## src/rtl/bti_mux.sv

```systemverilog
// bti_mux: N_CH-to-1 BTI request multiplexer with in-order response routing.
// Requests are arbitrated and forwarded combinationally. Each accepted request
// pushes its channel id into a MAX_OS-deep FIFO, and the FIFO head steers
// downstream responses back to the channel that issued the request.
// Optional macro BTI_MUX_RR_EN: round-robin arbitration (default: fixed
// priority, channel 0 highest).
module bti_mux #(
  parameter int unsigned N_CH   = 2,
  parameter int unsigned AW     = 32,
  parameter int unsigned DW     = 32,
  parameter int unsigned MAX_OS = 4
) (
  input  logic                     clk,
  input  logic                     rst,
  // upstream channels
  input  logic [N_CH-1:0]          ch_req_vld,
  output logic [N_CH-1:0]          ch_req_rdy,
  input  logic [N_CH-1:0]          ch_req_wr,
  input  logic [N_CH*AW-1:0]       ch_req_addr,
  input  logic [N_CH*DW-1:0]       ch_req_wdata,
  input  logic [N_CH*(DW/8)-1:0]   ch_req_strb,
  output logic [N_CH-1:0]          ch_rsp_vld,
  input  logic [N_CH-1:0]          ch_rsp_rdy,
  output logic [DW-1:0]            ch_rsp_rdata,
  // downstream port
  output logic                     m_req_vld,
  input  logic                     m_req_rdy,
  output logic                     m_req_wr,
  output logic [AW-1:0]            m_req_addr,
  output logic [DW-1:0]            m_req_wdata,
  output logic [DW/8-1:0]          m_req_strb,
  input  logic                     m_rsp_vld,
  output logic                     m_rsp_rdy,
  input  logic [DW-1:0]            m_rsp_rdata,
  // status
  output logic                     err_unexp_rsp
);

  localparam int unsigned SW   = DW / 8;
  localparam int unsigned IDW  = $clog2(N_CH);
  localparam int unsigned PW   = $clog2(MAX_OS);
  localparam int unsigned CW   = PW + 1;
  localparam int unsigned SUMW = IDW + 1;

  // Per-channel payload views of the packed input buses
  logic [AW-1:0] addr_a  [N_CH];
  logic [DW-1:0] wdata_a [N_CH];
  logic [SW-1:0] strb_a  [N_CH];

  for (genvar g = 0; g < int'(N_CH); g++) begin : g_unpack
    assign addr_a[g]  = ch_req_addr[g*AW +: AW];
    assign wdata_a[g] = ch_req_wdata[g*DW +: DW];
    assign strb_a[g]  = ch_req_strb[g*SW +: SW];
  end

  // Tracking FIFO and control state
  logic [IDW-1:0] fifo_q [MAX_OS];
  logic [PW-1:0]  wr_ptr_q, wr_ptr_d;
  logic [PW-1:0]  rd_ptr_q, rd_ptr_d;
  logic [CW-1:0]  cnt_q, cnt_d;
  logic           hold_q, hold_d;
  logic [IDW-1:0] hold_id_q, hold_id_d;
  logic           err_q, err_d;
`ifdef BTI_MUX_RR_EN
  logic [IDW-1:0] rr_ptr_q, rr_ptr_d;
`endif

  logic           gnt_vld_c;
  logic [IDW-1:0] gnt_id_c;
  logic [IDW-1:0] head_c;
  logic           empty_c;
  logic           full_c;
  logic           push_c;
  logic           pop_c;

  // Grant selection: a shown-but-unaccepted request keeps its grant
  always_comb begin
    logic [SUMW-1:0] sum;
    logic [IDW-1:0]  idx;
    gnt_vld_c = 1'b0;
    gnt_id_c  = '0;
    sum       = '0;
    idx       = '0;
    if (hold_q) begin
      gnt_vld_c = ch_req_vld[hold_id_q];
      gnt_id_c  = hold_id_q;
    end else begin
      for (int unsigned k = 0; k < N_CH; k++) begin
`ifdef BTI_MUX_RR_EN
        sum = {1'b0, rr_ptr_q} + SUMW'(k);
        if (sum >= SUMW'(N_CH)) begin
          sum = sum - SUMW'(N_CH);
        end
        idx = sum[IDW-1:0];
`else
        sum = SUMW'(k);
        idx = sum[IDW-1:0];
`endif
        if (!gnt_vld_c && ch_req_vld[idx]) begin
          gnt_vld_c = 1'b1;
          gnt_id_c  = idx;
        end
      end
    end
  end

  // FIFO status, handshakes and response steering
  always_comb begin
    empty_c      = (cnt_q == '0);
    head_c       = fifo_q[rd_ptr_q];
    m_rsp_rdy    = ch_rsp_rdy[head_c] & ~empty_c;
    pop_c        = m_rsp_vld & m_rsp_rdy;
    // a same-cycle pop frees a slot, so a full FIFO can still take a push
    full_c       = (cnt_q == CW'(MAX_OS)) & ~pop_c;
    m_req_vld    = gnt_vld_c & ~full_c;
    push_c       = m_req_vld & m_req_rdy;
    ch_rsp_rdata = m_rsp_rdata;
    ch_req_rdy   = '0;
    ch_rsp_vld   = '0;
    for (int unsigned i = 0; i < N_CH; i++) begin
      if (gnt_vld_c && (gnt_id_c == IDW'(i))) begin
        ch_req_rdy[i] = m_req_rdy & ~full_c;
      end
      if (head_c == IDW'(i)) begin
        ch_rsp_vld[i] = m_rsp_vld & ~empty_c;
      end
    end
  end

  // Downstream request payload from the granted channel
  always_comb begin
    m_req_wr    = ch_req_wr[gnt_id_c];
    m_req_addr  = addr_a[gnt_id_c];
    m_req_wdata = wdata_a[gnt_id_c];
    m_req_strb  = strb_a[gnt_id_c];
  end

  // Next-state logic for pointers, occupancy, grant hold and error flag
  always_comb begin
    wr_ptr_d  = wr_ptr_q;
    rd_ptr_d  = rd_ptr_q;
    cnt_d     = cnt_q;
    hold_d    = m_req_vld & ~m_req_rdy;
    hold_id_d = gnt_id_c;
    err_d     = err_q | (m_rsp_vld & empty_c);
`ifdef BTI_MUX_RR_EN
    rr_ptr_d  = rr_ptr_q;
    if (push_c) begin
      rr_ptr_d = (gnt_id_c == IDW'(N_CH - 1)) ? '0 : gnt_id_c + IDW'(1);
    end
`endif
    if (push_c) begin
      wr_ptr_d = wr_ptr_q + PW'(1);
    end
    if (pop_c) begin
      rd_ptr_d = rd_ptr_q + PW'(1);
    end
    case ({push_c, pop_c})
      2'b10:   cnt_d = cnt_q + CW'(1);
      2'b01:   cnt_d = cnt_q - CW'(1);
      default: cnt_d = cnt_q;
    endcase
  end

  // Control state register with synchronous reset
  always_ff @(posedge clk) begin
    if (rst) begin
      wr_ptr_q  <= '0;
      rd_ptr_q  <= '0;
      cnt_q     <= '0;
      hold_q    <= 1'b0;
      hold_id_q <= '0;
      err_q     <= 1'b0;
`ifdef BTI_MUX_RR_EN
      rr_ptr_q  <= '0;
`endif
    end else begin
      wr_ptr_q  <= wr_ptr_d;
      rd_ptr_q  <= rd_ptr_d;
      cnt_q     <= cnt_d;
      hold_q    <= hold_d;
      hold_id_q <= hold_id_d;
      err_q     <= err_d;
`ifdef BTI_MUX_RR_EN
      rr_ptr_q  <= rr_ptr_d;
`endif
    end
  end

  // FIFO storage; contents are only meaningful between the pointers
  always_ff @(posedge clk) begin
    if (push_c && !rst) begin
      fifo_q[wr_ptr_q] <= gnt_id_c;
    end
  end

  assign err_unexp_rsp = err_q;

endmodule

```

## config.mk

```make
export PLATFORM = sky130hd
export DESIGN_NAME = bti_mux
export DESIGN_NICKNAME = d
export VERILOG_FILES = /design/src/rtl/bti_mux.sv
export SDC_FILE = /design/constraint.sdc
export NUM_CORES = 1
export LEC_CHECK = 0
export BUFFER_PORTS_ARGS = -buffer_cell sky130_fd_sc_hd__buf_2
export CAP_MARGIN = 15
export CORE_AREA = 3 3 109 111
export DETAILED_ROUTE_END_ITERATION = 10
export DIE_AREA = 0 0 112 114
export REMOVE_ABC_BUFFERS = 1
export SETUP_SLACK_MARGIN = 0.15
export SLEW_MARGIN = 10
export SYNTH_ARGS = -nofsm -noshare
export SYNTH_HDL_FRONTEND = slang
export SYNTH_SLANG_ARGS = --single-unit
```

## constraint.sdc

```tcl
create_clock -name clk -period 3.2 [get_ports clk]
set_input_delay 0.16 -clock clk [delete_from_list [all_inputs] [get_ports clk]]
set_output_delay 0.16 -clock clk [all_outputs]
set_load 0.05 [all_outputs]
```

==> results_tabular.tex, run 1 <==
\begin{tabular}{lr}
\hline
Metric & Value \\
\hline
\multicolumn{2}{l}{\textbf{Setup path}} \\
Worst Path Arrival & 3.03 ns \\
Reg-to-reg setup timing slack & 0.35 ns \\
Data required time of the worst path & 3.38 ns \\
Number of cells on the worst reg-to-reg path & 11 \\
Largest fanout on the critical path & 4 \\
Setup Crit Path Kind & register to register \\
Worst reg2reg path endpoint & cnt\_q[2] \\
Startpoint type of the worst setup path & register \\
Worst R2R Start & fifo\_q[3] \\
Critical path endpoint category & register \\
\multicolumn{2}{l}{\textbf{Floorplan}} \\
Die height & 114 um \\
Number of standard-cell rows in the floorplan & 38 \\
X dimension of the die & 112 um \\
Std-Cell Core Area & 0.0109 mm\^{}2 \\
Number of primary I/O pins & 286 \\
Effective utilization at floorplan & 16.9\% \\
Die Outline Area & 0.0128 mm\^{}2 \\
\multicolumn{2}{l}{\textbf{Synth}} \\
Synthesized-area fraction occupied by and/or/nand/nor cells & 9.57\% \\
Fraction of synthesized cell area taken by the top area cell type & 42.2\% \\
Cell types with the largest area share after synthesis & sky130\_fd\_sc\_hd\_\_mux2\_2 42\%, sky130\_fd\_sc\_hd\_\_dfxtp\_1 13\%, sky130\_fd\_sc\_hd\_\_buf\_4 13\% \\
Cell taking the most area after synthesis & sky130\_fd\_sc\_hd\_\_mux2\_2 \\
Share of cell area taken by muxes after synthesis & 44.9\% \\
Mean post-synth cell area & 9.86 um\^{}2 \\
Post-synthesis cell type count & 29 \\
Number of standard cells after synthesis & 187 \\
Combinational family with the most area after synthesis & multiplexers \\
Fraction of the mapped netlist area in adder cells & 4.48\% \\
Register bit total from synthesis & 16 \\
Yosys Warn Count & 0 \\
Portion of the post-synthesis area used by sequential elements & 19.6\% \\
Total standard cell area after synthesis & 0.00184 mm\^{}2 \\
Compound-gate portion of the synthesized area & 3.46\% \\
Share of the synthesized netlist area taken by xor and xnor gates & 1.90\% \\
EDFF count, synth & 4 \\
Share of flip-flops with an asynchronous set or reset & 0\% \\
Top\_reg\_cell synth & sky130\_fd\_sc\_hd\_\_dfxtp\_1 \\
\multicolumn{2}{l}{\textbf{Job}} \\
Count of maximum capacitance violations & 0 \\
\multicolumn{2}{l}{\textbf{Power and ir drop}} \\
Relative contribution of the clock network to total power & 13.7\% \\
Relative contribution of sequential cells to total power & 21.3\% \\
Peak supply drop & 215 uV \\
Post-layout total power & 0.00113 W \\
Logic pwr share & 65.0\% \\
Internal power & 0.000558 W \\
Switching power total & 0.000575 W \\
Share of total power consumed by net switching & 50.8\% \\
Pleak & 1.48 nW \\
Power Density & 385 mW/mm\^{}2 \\
\multicolumn{2}{l}{\textbf{Timing}} \\
F\_max & 0.351 GHz \\
Final setup violation count & 0 \\
Time the final worst path needs with I/O delays and setup & 2.85 ns \\
Min setup slack post-route & 0.349 ns \\
Fin. Hold Viols & 0 \\
Sum of negative setup slack & 0 ns \\
RSZ-0062 raised after global routing & false \\
Tightest Pin Transition & 0.338 ns \\
Final Skew & 0.00274 ns \\
Worst max-slew margin expressed relative to the limit & 77.5\% \\
Fin crit share & 89.1\% \\
Slew Limit Fails & 0 \\
\multicolumn{2}{l}{\textbf{Drt}} \\
Aggregate routed wire length & 8920 um \\
DRC viols & 0 \\
Initial detailed-routing violation count & 38 \\
DR pass1 iterations & 4 \\
Antenna-violating nets left & 0 \\
Avg WL per Cell & 17.4 um \\
DR vias/cell & 4.11 \\
Total via count after detailed routing & 2110 \\
\multicolumn{2}{l}{\textbf{Clock network}} \\
H-Tree Depth & 1 \\
Clock latency on the worst-skew pair & 0.25 ns \\
Number of clock sinks & 16 \\
Clock tree from TritonCTS & yes \\
Number of buffers added by the clock tree synthesis step & 3 \\
Clock transition at path regs & 0.06 ns \\
Buffer depth of the longest clock path & 2 \\
Root buffer selected by CTS & sky130\_fd\_sc\_hd\_\_clkbuf\_8 \\
\multicolumn{2}{l}{\textbf{Place}} \\
Area after DPL & 0.00288 mm\^{}2 \\
Last weighted congestion value of the routability-driven placer & 0.844 \\
DP HPWL & 7910 um \\
Post-placement worst setup slack & 0.256 ns \\
Count of port buffers added during placement & 221 \\
\multicolumn{2}{l}{\textbf{Status}} \\
Result of the run & complete, no violations \\
\multicolumn{2}{l}{\textbf{Min path}} \\
Worst min-delay path class & input pin to register \\
Cell count of the worst hold path & 3 \\
Endpoint of the worst hold-timing path & err\_unexp\_rsp \\
Hold wc startpoint & m\_rsp\_vld \\
\multicolumn{2}{l}{\textbf{Layout}} \\
Util after Layout & 27.0\% \\
Proportion of layout cells with a drive suffix above 1 & 80.7\% \\
Syn-to-layout area delta & 59.5\% \\
Fin nets & 558 \\
Summed area of non-filler cells in the final layout & 0.00294 mm\^{}2 \\
Count of antenna diodes in the layout & 0 \\
\multicolumn{2}{l}{\textbf{GRT}} \\
Largest net degree at the start of global routing & 64 \\
Global-route wire length before repair & 12300 um \\
GRT Total Usage & 12.4\% \\
Vias in the first global route & 2155 \\
Initial antenna violation count & 0 \\
Gr ovfl total & 0 \\
\hline
\end{tabular}
worst max-delay path, cell delays in order (launching register included):
cell and delay (ns):
sky130_fd_sc_hd__edfxtp_1 0.37, sky130_fd_sc_hd__mux4_2 0.54, sky130_fd_sc_hd__mux2i_4 0.21, sky130_fd_sc_hd__o2111ai_2 0.17, sky130_fd_sc_hd__and3_4 0.23, sky130_fd_sc_hd__inv_1 0.07
sky130_fd_sc_hd__ha_1 0.18, sky130_fd_sc_hd__inv_1 0.06, sky130_fd_sc_hd__fa_1 0.37, sky130_fd_sc_hd__xor2_1 0.16, sky130_fd_sc_hd__or3_1 0.30, sky130_fd_sc_hd__a21oi_1 0.14
synth_stat cells (2+ instances only):
cell / count
sky130_fd_sc_hd__a21oi_1: 4
sky130_fd_sc_hd__and2_1: 2
sky130_fd_sc_hd__and3_1: 4
sky130_fd_sc_hd__buf_4: 32
sky130_fd_sc_hd__clkbuf_1: 9
sky130_fd_sc_hd__dfxtp_1: 12
sky130_fd_sc_hd__edfxtp_1: 4
sky130_fd_sc_hd__ha_1: 5
sky130_fd_sc_hd__inv_1: 6
sky130_fd_sc_hd__mux2_2: 69
sky130_fd_sc_hd__nor2_1: 15
sky130_fd_sc_hd__nor2b_1: 4
sky130_fd_sc_hd__nor3b_1: 3
sky130_fd_sc_hd__xnor2_1: 2
sky130_fd_sc_hd__xor2_1: 2
worst max-delay path by stage:
stage	start	end	slack, ns
floorplan	hold_q	ch_req_rdy[1]	0.35
global placement	register	cnt_q[2]	0.35
detailed placement	fifo_q[3]	cnt_q[2]	0.26
CTS	fifo_q[3]	cnt_q[2]	0.26
global route	fifo_q[3]	cnt_q[2]	0.17
finish	fifo_q[3]	cnt_q[2]	0.35
cell type report:
cell class	instances	area [um^2]
fillers	1153	7950
multi-input cells	124	1200
repair buffers	223	1130
flip-flops and latches	16	360
well taps	140	175
clock buffers	3	41.3
inverters	6	22.5
clock inverters	1	3.75
layer usage:
metal | part of all wire [%] | global-route usage [%]
met5 | 0.46 | 4.71
met4 | 0.81 | 1.84
met3 | 12 | 6.63
met2 | 45 | 18.4
met1 | 42 | 15.9
power by group through the flow:
stage	Clock, W	Combinational, W	Sequential, W
2_1_floorplan	0	0.000513	0.000251
3_3_place_gp	0	0.000726	0.000245
3_5_place_dp	0	0.000733	0.000246
4_1_cts	0.000161	0.000738	0.000241
5_1_grt	0.000172	0.000777	0.000243
6_report	0.000155	0.000737	0.000241
cell families after synthesis:
family	count (synthesis)
AO/OA/AOI/OAI	9
XOR/XNOR	4
adder cells (fa/ha/maj)	6
buffers and inverters	47
flip-flops	16
multiplexers	72
AND/OR/NAND/NOR	33
through the flow:
step / hold WS (ns) / instances
after floorplan: 0.229 / 146
after global placement: 0.320 / 508
after detailed placement: 0.320 / 508
after CTS: 0.149 / 512
after global routing: 0.171 / 513
final: 0.153 / 513
cell usage in the layout (no fill, tap or decap):
cell type,count
sky130_fd_sc_hd__buf_2,221
sky130_fd_sc_hd__mux2_2,69
sky130_fd_sc_hd__nor2_1,15
sky130_fd_sc_hd__dfxtp_1,12
sky130_fd_sc_hd__inv_1,6
sky130_fd_sc_hd__ha_1,5
sky130_fd_sc_hd__a21oi_1,4
sky130_fd_sc_hd__nor2b_1,4
sky130_fd_sc_hd__and3_1,4
sky130_fd_sc_hd__edfxtp_1,4
sky130_fd_sc_hd__nor3b_1,3
sky130_fd_sc_hd__clkbuf_8,3
sky130_fd_sc_hd__and2_1,2
sky130_fd_sc_hd__xnor2_1,2
sky130_fd_sc_hd__xor2_1,2
sky130_fd_sc_hd__nor3_1,1
sky130_fd_sc_hd__nand2b_1,1
sky130_fd_sc_hd__mux4_2,1
sky130_fd_sc_hd__mux2i_4,1
sky130_fd_sc_hd__a22o_4,1
sky130_fd_sc_hd__o2111ai_2,1
sky130_fd_sc_hd__a21boi_0,1
sky130_fd_sc_hd__and3_4,1
sky130_fd_sc_hd__mux2_4,1
sky130_fd_sc_hd__nand4_1,1
sky130_fd_sc_hd__o31ai_1,1
sky130_fd_sc_hd__o21ai_0,1
sky130_fd_sc_hd__or3_1,1
sky130_fd_sc_hd__fa_1,1
sky130_fd_sc_hd__clkinv_1,1
sky130_fd_sc_hd__buf_12,1
sky130_fd_sc_hd__buf_4,1
what timing repair did:
item | 4_1_cts | 5_1_grt
resized for setup | 0 | 1
endpoints found under the setup margin | 0 | 1
buffers inserted | 0 | 1
hold buffers | 0 | 0
Note: power is estimated with default switching activity, not from simulation.
==> inputs of run 2 (changes only) <==
--- a/config.mk
+++ b/config.mk
@@ -7,9 +7,12 @@
 export LEC_CHECK = 0
 export BUFFER_PORTS_ARGS = -buffer_cell sky130_fd_sc_hd__buf_2
 export CAP_MARGIN = 15
-export CORE_AREA = 3 3 109 111
+export CELL_PAD_IN_SITES_DETAIL_PLACEMENT = 1
+export CELL_PAD_IN_SITES_GLOBAL_PLACEMENT = 1
+export CORE_AREA = 2 2 111 113
 export DETAILED_ROUTE_END_ITERATION = 10
-export DIE_AREA = 0 0 112 114
+export DIE_AREA = 0 0 113 115
+export PLACE_DENSITY_LB_ADDON = 0.1
 export REMOVE_ABC_BUFFERS = 1
 export SETUP_SLACK_MARGIN = 0.15
 export SLEW_MARGIN = 10
==> constraint.sdc (replaced) <==
create_clock -name clk -period 3.49 [get_ports clk]
set_input_delay 0.1745 -clock clk [delete_from_list [all_inputs] [get_ports clk]]
set_output_delay 0.1745 -clock clk [all_outputs]
set_load 0.05 [all_outputs]
==> run 2 against run 1 <==
  * Critical path type unchanged
  * The run now ends with DRC left
  * Critical path depth did not move
  * Global-route usage fell by 0.10 points
  * Setup slack improved by 0.17 ns
==> results_tabular.tex, run 2 (same netlist as run 1, synthesis figures left out) <==
\begin{tabular}{lr}
\hline
Metric & Value \\
\hline
\multicolumn{2}{l}{\textbf{Status}} \\
Result of the run & finished with violations \\
Violated checks & DRC \\
\multicolumn{2}{l}{\textbf{Clock network}} \\
Number of buffers added by the clock tree synthesis step & 3 \\
Root buffer selected by CTS & sky130\_fd\_sc\_hd\_\_clkbuf\_16 \\
Clock latency on the worst-skew pair & 0.24 ns \\
Number of instances resized during post-cts repair & 0 \\
\# hold bufs at CTS & 0 \\
Clock transition at path regs & 0.05 ns \\
Clock tree from TritonCTS & yes \\
Number of clock sinks & 16 \\
Post-CTS Setup Repair Bufs & 0 \\
H-Tree Depth & 1 \\
Buffer depth of the longest clock path & 2 \\
\multicolumn{2}{l}{\textbf{Setup path}} \\
Startpoint type of the worst setup path & register \\
Data required time of the worst path & 3.66 ns \\
CP max stage cell & sky130\_fd\_sc\_hd\_\_mux4\_2 \\
Critical path endpoint category & register \\
Series of cell instances along the critical path & mux4\_2 -> mux2i\_2 -> o2111ai\_2 -> and3\_4 -> inv\_1 -> ha\_1 -> inv\_1 -> fa\_1 -> xor2\_1 -> or3\_1 -> a21oi\_1 \\
Setup Crit Path Kind & register to register \\
Most numerous cell on the critical path & sky130\_fd\_sc\_hd\_\_inv\_1 \\
Worst Path Arrival & 3.14 ns \\
Slowest cell delay on critical path & 0.52 ns \\
Largest fanout on the critical path & 4 \\
\multicolumn{2}{l}{\textbf{Floorplan}} \\
Effective utilization at floorplan & 15.6\% \\
Number of standard-cell rows in the floorplan & 40 \\
Number of primary I/O pins & 286 \\
X dimension of the die & 113 um \\
Die height & 115 um \\
Die Outline Area & 0.0130 mm\^{}2 \\
Std-Cell Core Area & 0.0118 mm\^{}2 \\
\multicolumn{2}{l}{\textbf{Drt}} \\
DR pass1 iterations & 7 \\
Antenna-violating nets left & 0 \\
Avg WL per Cell & 17.0 um \\
Total via count after detailed routing & 2082 \\
DR vias/cell & 4.02 \\
DRC viols & 1 \\
Aggregate routed wire length & 8790 um \\
Initial detailed-routing violation count & 32 \\
\multicolumn{2}{l}{\textbf{Layout}} \\
Count of antenna diodes in the layout & 0 \\
Syn-to-layout area delta & 59.9\% \\
Highest-count cells in the layout ignoring fill and taps & 221 x sky130\_fd\_sc\_hd\_\_buf\_2, 69 x sky130\_fd\_sc\_hd\_\_mux2\_2, 15 x sky130\_fd\_sc\_hd\_\_nor2\_1, 12 x sky130\_fd\_sc\_hd\_\_dfxtp\_1, 6 x sky130\_fd\_sc\_hd\_\_inv\_1 \\
Util after Layout & 24.9\% \\
Final-layout fill cell count & 1469 \\
Fin nets & 556 \\
Most common cell after layout, fill and taps aside & sky130\_fd\_sc\_hd\_\_buf\_2 \\
Proportion of layout cells with a drive suffix above 1 & 80.6\% \\
\multicolumn{2}{l}{\textbf{Power and ir drop}} \\
Power Density & 376 mW/mm\^{}2 \\
Switching power total & 0.000525 W \\
Relative contribution of sequential cells to total power & 20.1\% \\
Post-layout total power & 0.00111 W \\
Internal power & 0.000582 W \\
Pleak & 1.48 nW \\
Share of total power consumed by net switching & 47.5\% \\
Logic pwr share & 59.6\% \\
Peak supply drop & 202 uV \\
Relative contribution of the clock network to total power & 20.3\% \\
\multicolumn{2}{l}{\textbf{Timing}} \\
F\_max & 0.337 GHz \\
RSZ-0062 raised after global routing & false \\
Fin crit share & 85.1\% \\
WHS & 0.161 ns \\
Sum of negative setup slack & 0 ns \\
Final setup violation count & 0 \\
Fin. Hold Viols & 0 \\
Slew Limit Fails & 0 \\
Final Skew & 0.00410 ns \\
Tightest Pin Transition & 0.930 ns \\
Time the final worst path needs with I/O delays and setup & 2.97 ns \\
Worst max-slew margin expressed relative to the limit & 38.0\% \\
\multicolumn{2}{l}{\textbf{GRT}} \\
Initial antenna violation count & 1 \\
Gr ovfl total & 0 \\
GRT Total Usage & 12.3\% \\
Largest net degree at the start of global routing & 76 \\
Global-route wire length before repair & 12300 um \\
Vias in the first global route & 2274 \\
\multicolumn{2}{l}{\textbf{Place}} \\
DP HPWL & 7730 um \\
Last weighted congestion value of the routability-driven placer & 0.754 \\
Count of port buffers added during placement & 221 \\
\multicolumn{2}{l}{\textbf{Job}} \\
Count of maximum capacitance violations & 0 \\
\multicolumn{2}{l}{\textbf{Min path}} \\
Worst min-delay path class & input pin to register \\
\hline
\end{tabular}
==> run 2: worst max-delay path: cells and delay by family (launching register included) <==
kind / cells / cell delay [ns]
mux: 2 / 0.83
fa+ha+maj: 2 / 0.56
simple gates: 2 / 0.54
flops: 1 / 0.35
compound gates: 2 / 0.34
xor+xnor: 1 / 0.16
buf+inv: 2 / 0.14
==> run 2: layer usage <==
metal	track usage [%]	vias to the layer above	wire [um]
li1	-	993	-
met1	11.4	925	2840
met2	21.6	154	4390
met3	8.80	10	1370
met4	2.85	0	189
met5	2.22	-	0
==> run 2: area by class of cell <==
class | instances | area [um^2] | area share (%)
Tap cell | 147 | 184 | 6.24
Multi-Input combinational cell | 124 | 1190 | 40.6
Clock buffer | 4 | 78.8 | 2.68
Inverter | 6 | 22.5 | 0.764
Timing Repair Buffer | 221 | 1110 | 37.5
Sequential cell | 16 | 360 | 12.2
==> run 2: path summary, 6_finish.rpt <==
path	slack (ns)	endpoint	startpoint	cells after the start
worst min-delay path	0.16	hold_q	m_req_rdy	2
worst min register to register	0.47	err_unexp_rsp	err_unexp_rsp	2
worst max register to register	0.52	cnt_q[2]	fifo_q[3]	11
worst max-delay path	0.52	cnt_q[2]	fifo_q[3]	11
==> run 2: through the flow <==
stage | cells | setup slack [ns] | cell area (um^2)
finish | 518 | 0.520 | 2950
floorplan | 146 | 0.630 | 1570
global placement | 514 | 0.590 | 2870
detailed placement | 514 | 0.475 | 2870
CTS | 518 | 0.463 | 2950
global route | 518 | 0.278 | 2950
==> run 2: power by group through the flow <==
stage	combinational, W	clock [W]	sequential, W
2_1_floorplan	0.000470	0	0.000230
3_3_place_gp	0.000668	0	0.000226
3_5_place_dp	0.000668	0	0.000226
4_1_cts	0.000670	0.000233	0.000222
5_1_grt	0.000702	0.000242	0.000225
6_report	0.000660	0.000225	0.000222
==> inputs of run 3 (changes only) <==
--- a/config.mk
+++ b/config.mk
@@ -12,7 +12,7 @@
 export CORE_AREA = 2 2 111 113
 export DETAILED_ROUTE_END_ITERATION = 10
 export DIE_AREA = 0 0 113 115
-export PLACE_DENSITY_LB_ADDON = 0.1
+export PLACE_DENSITY = 0.73
 export REMOVE_ABC_BUFFERS = 1
 export SETUP_SLACK_MARGIN = 0.15
 export SLEW_MARGIN = 10
==> run 3 against run 2 <==
  * The run still ends with DRC left
  * Critical path depth did not move
  * Power rose by 0.91%
  * Register-to-register slack barely moved
  * Critical endpoint unchanged
==> results_tabular.tex, run 3 (same netlist as run 1, synthesis figures left out) <==
\begin{tabular}{lr}
\hline
Metric & Value \\
\hline
\multicolumn{2}{l}{\textbf{Status}} \\
Result of the run & finished with violations \\
Violated checks & DRC \\
\multicolumn{2}{l}{\textbf{Clock network}} \\
Root buffer selected by CTS & sky130\_fd\_sc\_hd\_\_clkbuf\_16 \\
\# hold bufs at CTS & 0 \\
Number of instances resized during post-cts repair & 0 \\
Clock transition at path regs & 0.05 ns \\
Number of clock sinks & 16 \\
Clock tree from TritonCTS & yes \\
Buffer depth of the longest clock path & 2 \\
Post-CTS Setup Repair Bufs & 0 \\
H-Tree Depth & 1 \\
Number of buffers added by the clock tree synthesis step & 3 \\
Clock latency on the worst-skew pair & 0.25 ns \\
\multicolumn{2}{l}{\textbf{Setup path}} \\
Family of cells with the greatest summed delay on the critical path & multiplexers \\
Worst Path Arrival & 3.17 ns \\
Startpoint type of the worst setup path & register \\
Series of cell instances along the critical path & mux4\_2 -> mux2i\_2 -> o2111ai\_2 -> and3\_4 -> inv\_1 -> ha\_1 -> inv\_1 -> fa\_1 -> xor2\_1 -> or3\_1 -> a21oi\_1 \\
Data required time of the worst path & 3.67 ns \\
Slowest cell delay on critical path & 0.51 ns \\
CP max stage cell & sky130\_fd\_sc\_hd\_\_mux4\_2 \\
Largest fanout on the critical path & 4 \\
Worst path bufs/invs & 2 \\
Critical path endpoint category & register \\
Setup Crit Path Kind & register to register \\
Most numerous cell on the critical path & sky130\_fd\_sc\_hd\_\_inv\_1 \\
\multicolumn{2}{l}{\textbf{Power and ir drop}} \\
Pleak & 1.48 nW \\
Power Density & 379 mW/mm\^{}2 \\
Peak supply drop & 118 uV \\
\multicolumn{2}{l}{\textbf{Floorplan}} \\
Std-Cell Core Area & 0.0118 mm\^{}2 \\
Number of standard-cell rows in the floorplan & 40 \\
Die height & 115 um \\
X dimension of the die & 113 um \\
Die Outline Area & 0.0130 mm\^{}2 \\
Effective utilization at floorplan & 15.6\% \\
Number of primary I/O pins & 286 \\
\multicolumn{2}{l}{\textbf{Timing}} \\
RSZ-0062 raised after global routing & false \\
Slew Limit Fails & 0 \\
Sum of negative setup slack & 0 ns \\
Fin. Hold Viols & 0 \\
Final Skew & 0.00131 ns \\
Min setup slack post-route & 0.506 ns \\
Time the final worst path needs with I/O delays and setup & 2.98 ns \\
F\_max & 0.335 GHz \\
Worst max-slew margin expressed relative to the limit & 40.9\% \\
WHS & 0.166 ns \\
Tightest Pin Transition & 0.886 ns \\
Fin crit share & 85.5\% \\
Final setup violation count & 0 \\
\multicolumn{2}{l}{\textbf{Place}} \\
Area after DPL & 0.00287 mm\^{}2 \\
DP HPWL & 8230 um \\
Count of port buffers added during placement & 221 \\
Last weighted congestion value of the routability-driven placer & 0.804 \\
Post-placement worst setup slack & 0.488 ns \\
\multicolumn{2}{l}{\textbf{Drt}} \\
DR pass1 iterations & 9 \\
Initial detailed-routing violation count & 38 \\
Avg WL per Cell & 17.9 um \\
Antenna-violating nets left & 0 \\
Aggregate routed wire length & 9250 um \\
DRC viols & 7 \\
DR vias/cell & 4.08 \\
Total via count after detailed routing & 2113 \\
\multicolumn{2}{l}{\textbf{GRT}} \\
Initial antenna violation count & 0 \\
Global-route wire length before repair & 12500 um \\
GRT Total Usage & 12.8\% \\
Largest net degree at the start of global routing & 76 \\
Gr ovfl total & 0 \\
Vias in the first global route & 2216 \\
\multicolumn{2}{l}{\textbf{Layout}} \\
Highest-count cells in the layout ignoring fill and taps & 221 x sky130\_fd\_sc\_hd\_\_buf\_2, 69 x sky130\_fd\_sc\_hd\_\_mux2\_2, 15 x sky130\_fd\_sc\_hd\_\_nor2\_1, 12 x sky130\_fd\_sc\_hd\_\_dfxtp\_1, 6 x sky130\_fd\_sc\_hd\_\_inv\_1 \\
Final-layout fill cell count & 1461 \\
Most common cell after layout, fill and taps aside & sky130\_fd\_sc\_hd\_\_buf\_2 \\
Fin nets & 556 \\
Summed area of non-filler cells in the final layout & 0.00295 mm\^{}2 \\
Syn-to-layout area delta & 59.9\% \\
Count of antenna diodes in the layout & 0 \\
Proportion of layout cells with a drive suffix above 1 & 80.6\% \\
\multicolumn{2}{l}{\textbf{Job}} \\
Count of maximum capacitance violations & 0 \\
\multicolumn{2}{l}{\textbf{Min path}} \\
Worst min-delay path class & input pin to register \\
\hline
\end{tabular}
-- run 3: area by class of cell --
| cell class | instances | area [um^2] | share of cell area, % |
|---|---|---|---|
| clock buffers | 3 | 75.1 | 2.55 |
| clock inverters | 1 | 3.75 | 0.127 |
| inverters | 6 | 22.5 | 0.764 |
| multi-input cells | 124 | 1190 | 40.6 |
| flip-flops and latches | 16 | 360 | 12.2 |
| well taps | 147 | 184 | 6.24 |
| repair buffers | 221 | 1110 | 37.5 |
-- run 3: routing by layer --
metal	vias up	global-route usage, %	part of all wire [%]
li1	988	-	-
met1	947	11.3	31
met2	161	21.4	47
met3	15	10.9	20
met4	2	3.98	1.7
met5	-	5.19	0.99
-- run 3: worst paths after layout --
path	slack, ns	depth (start not counted)	start	to
setup reg to reg	0.51	11	fifo_q[2]	cnt_q[2]
hold / removal	0.17	2	m_req_rdy	hold_q
setup / recovery	0.51	11	fifo_q[2]	cnt_q[2]
hold reg to reg	0.47	2	err_unexp_rsp	err_unexp_rsp
-- run 3: power breakdown --
group	leakage [nW]	internal [W]	switching [W]	total, W
logic	1.31	0.000219	0.000444	0.000663
registers	0.135	0.000209	0.0000144	0.000223
clock network	0.0385	0.000152	0.0000791	0.000232
total	1.48	0.000580	0.000537	0.00112
-- run 3: metrics by stage --
| step | utilization, % | std cells | total power (W) |
|---|---|---|---|
| after floorplan | - | 146 | 0.000701 |
| after global placement | 24.3 | 514 | 0.000882 |
| after detailed placement | 24.3 | 514 | 0.000895 |
| after CTS | 24.9 | 518 | 0.00114 |
| after global routing | 24.9 | 518 | 0.00117 |
| final | 24.9 | 518 | 0.00112 |
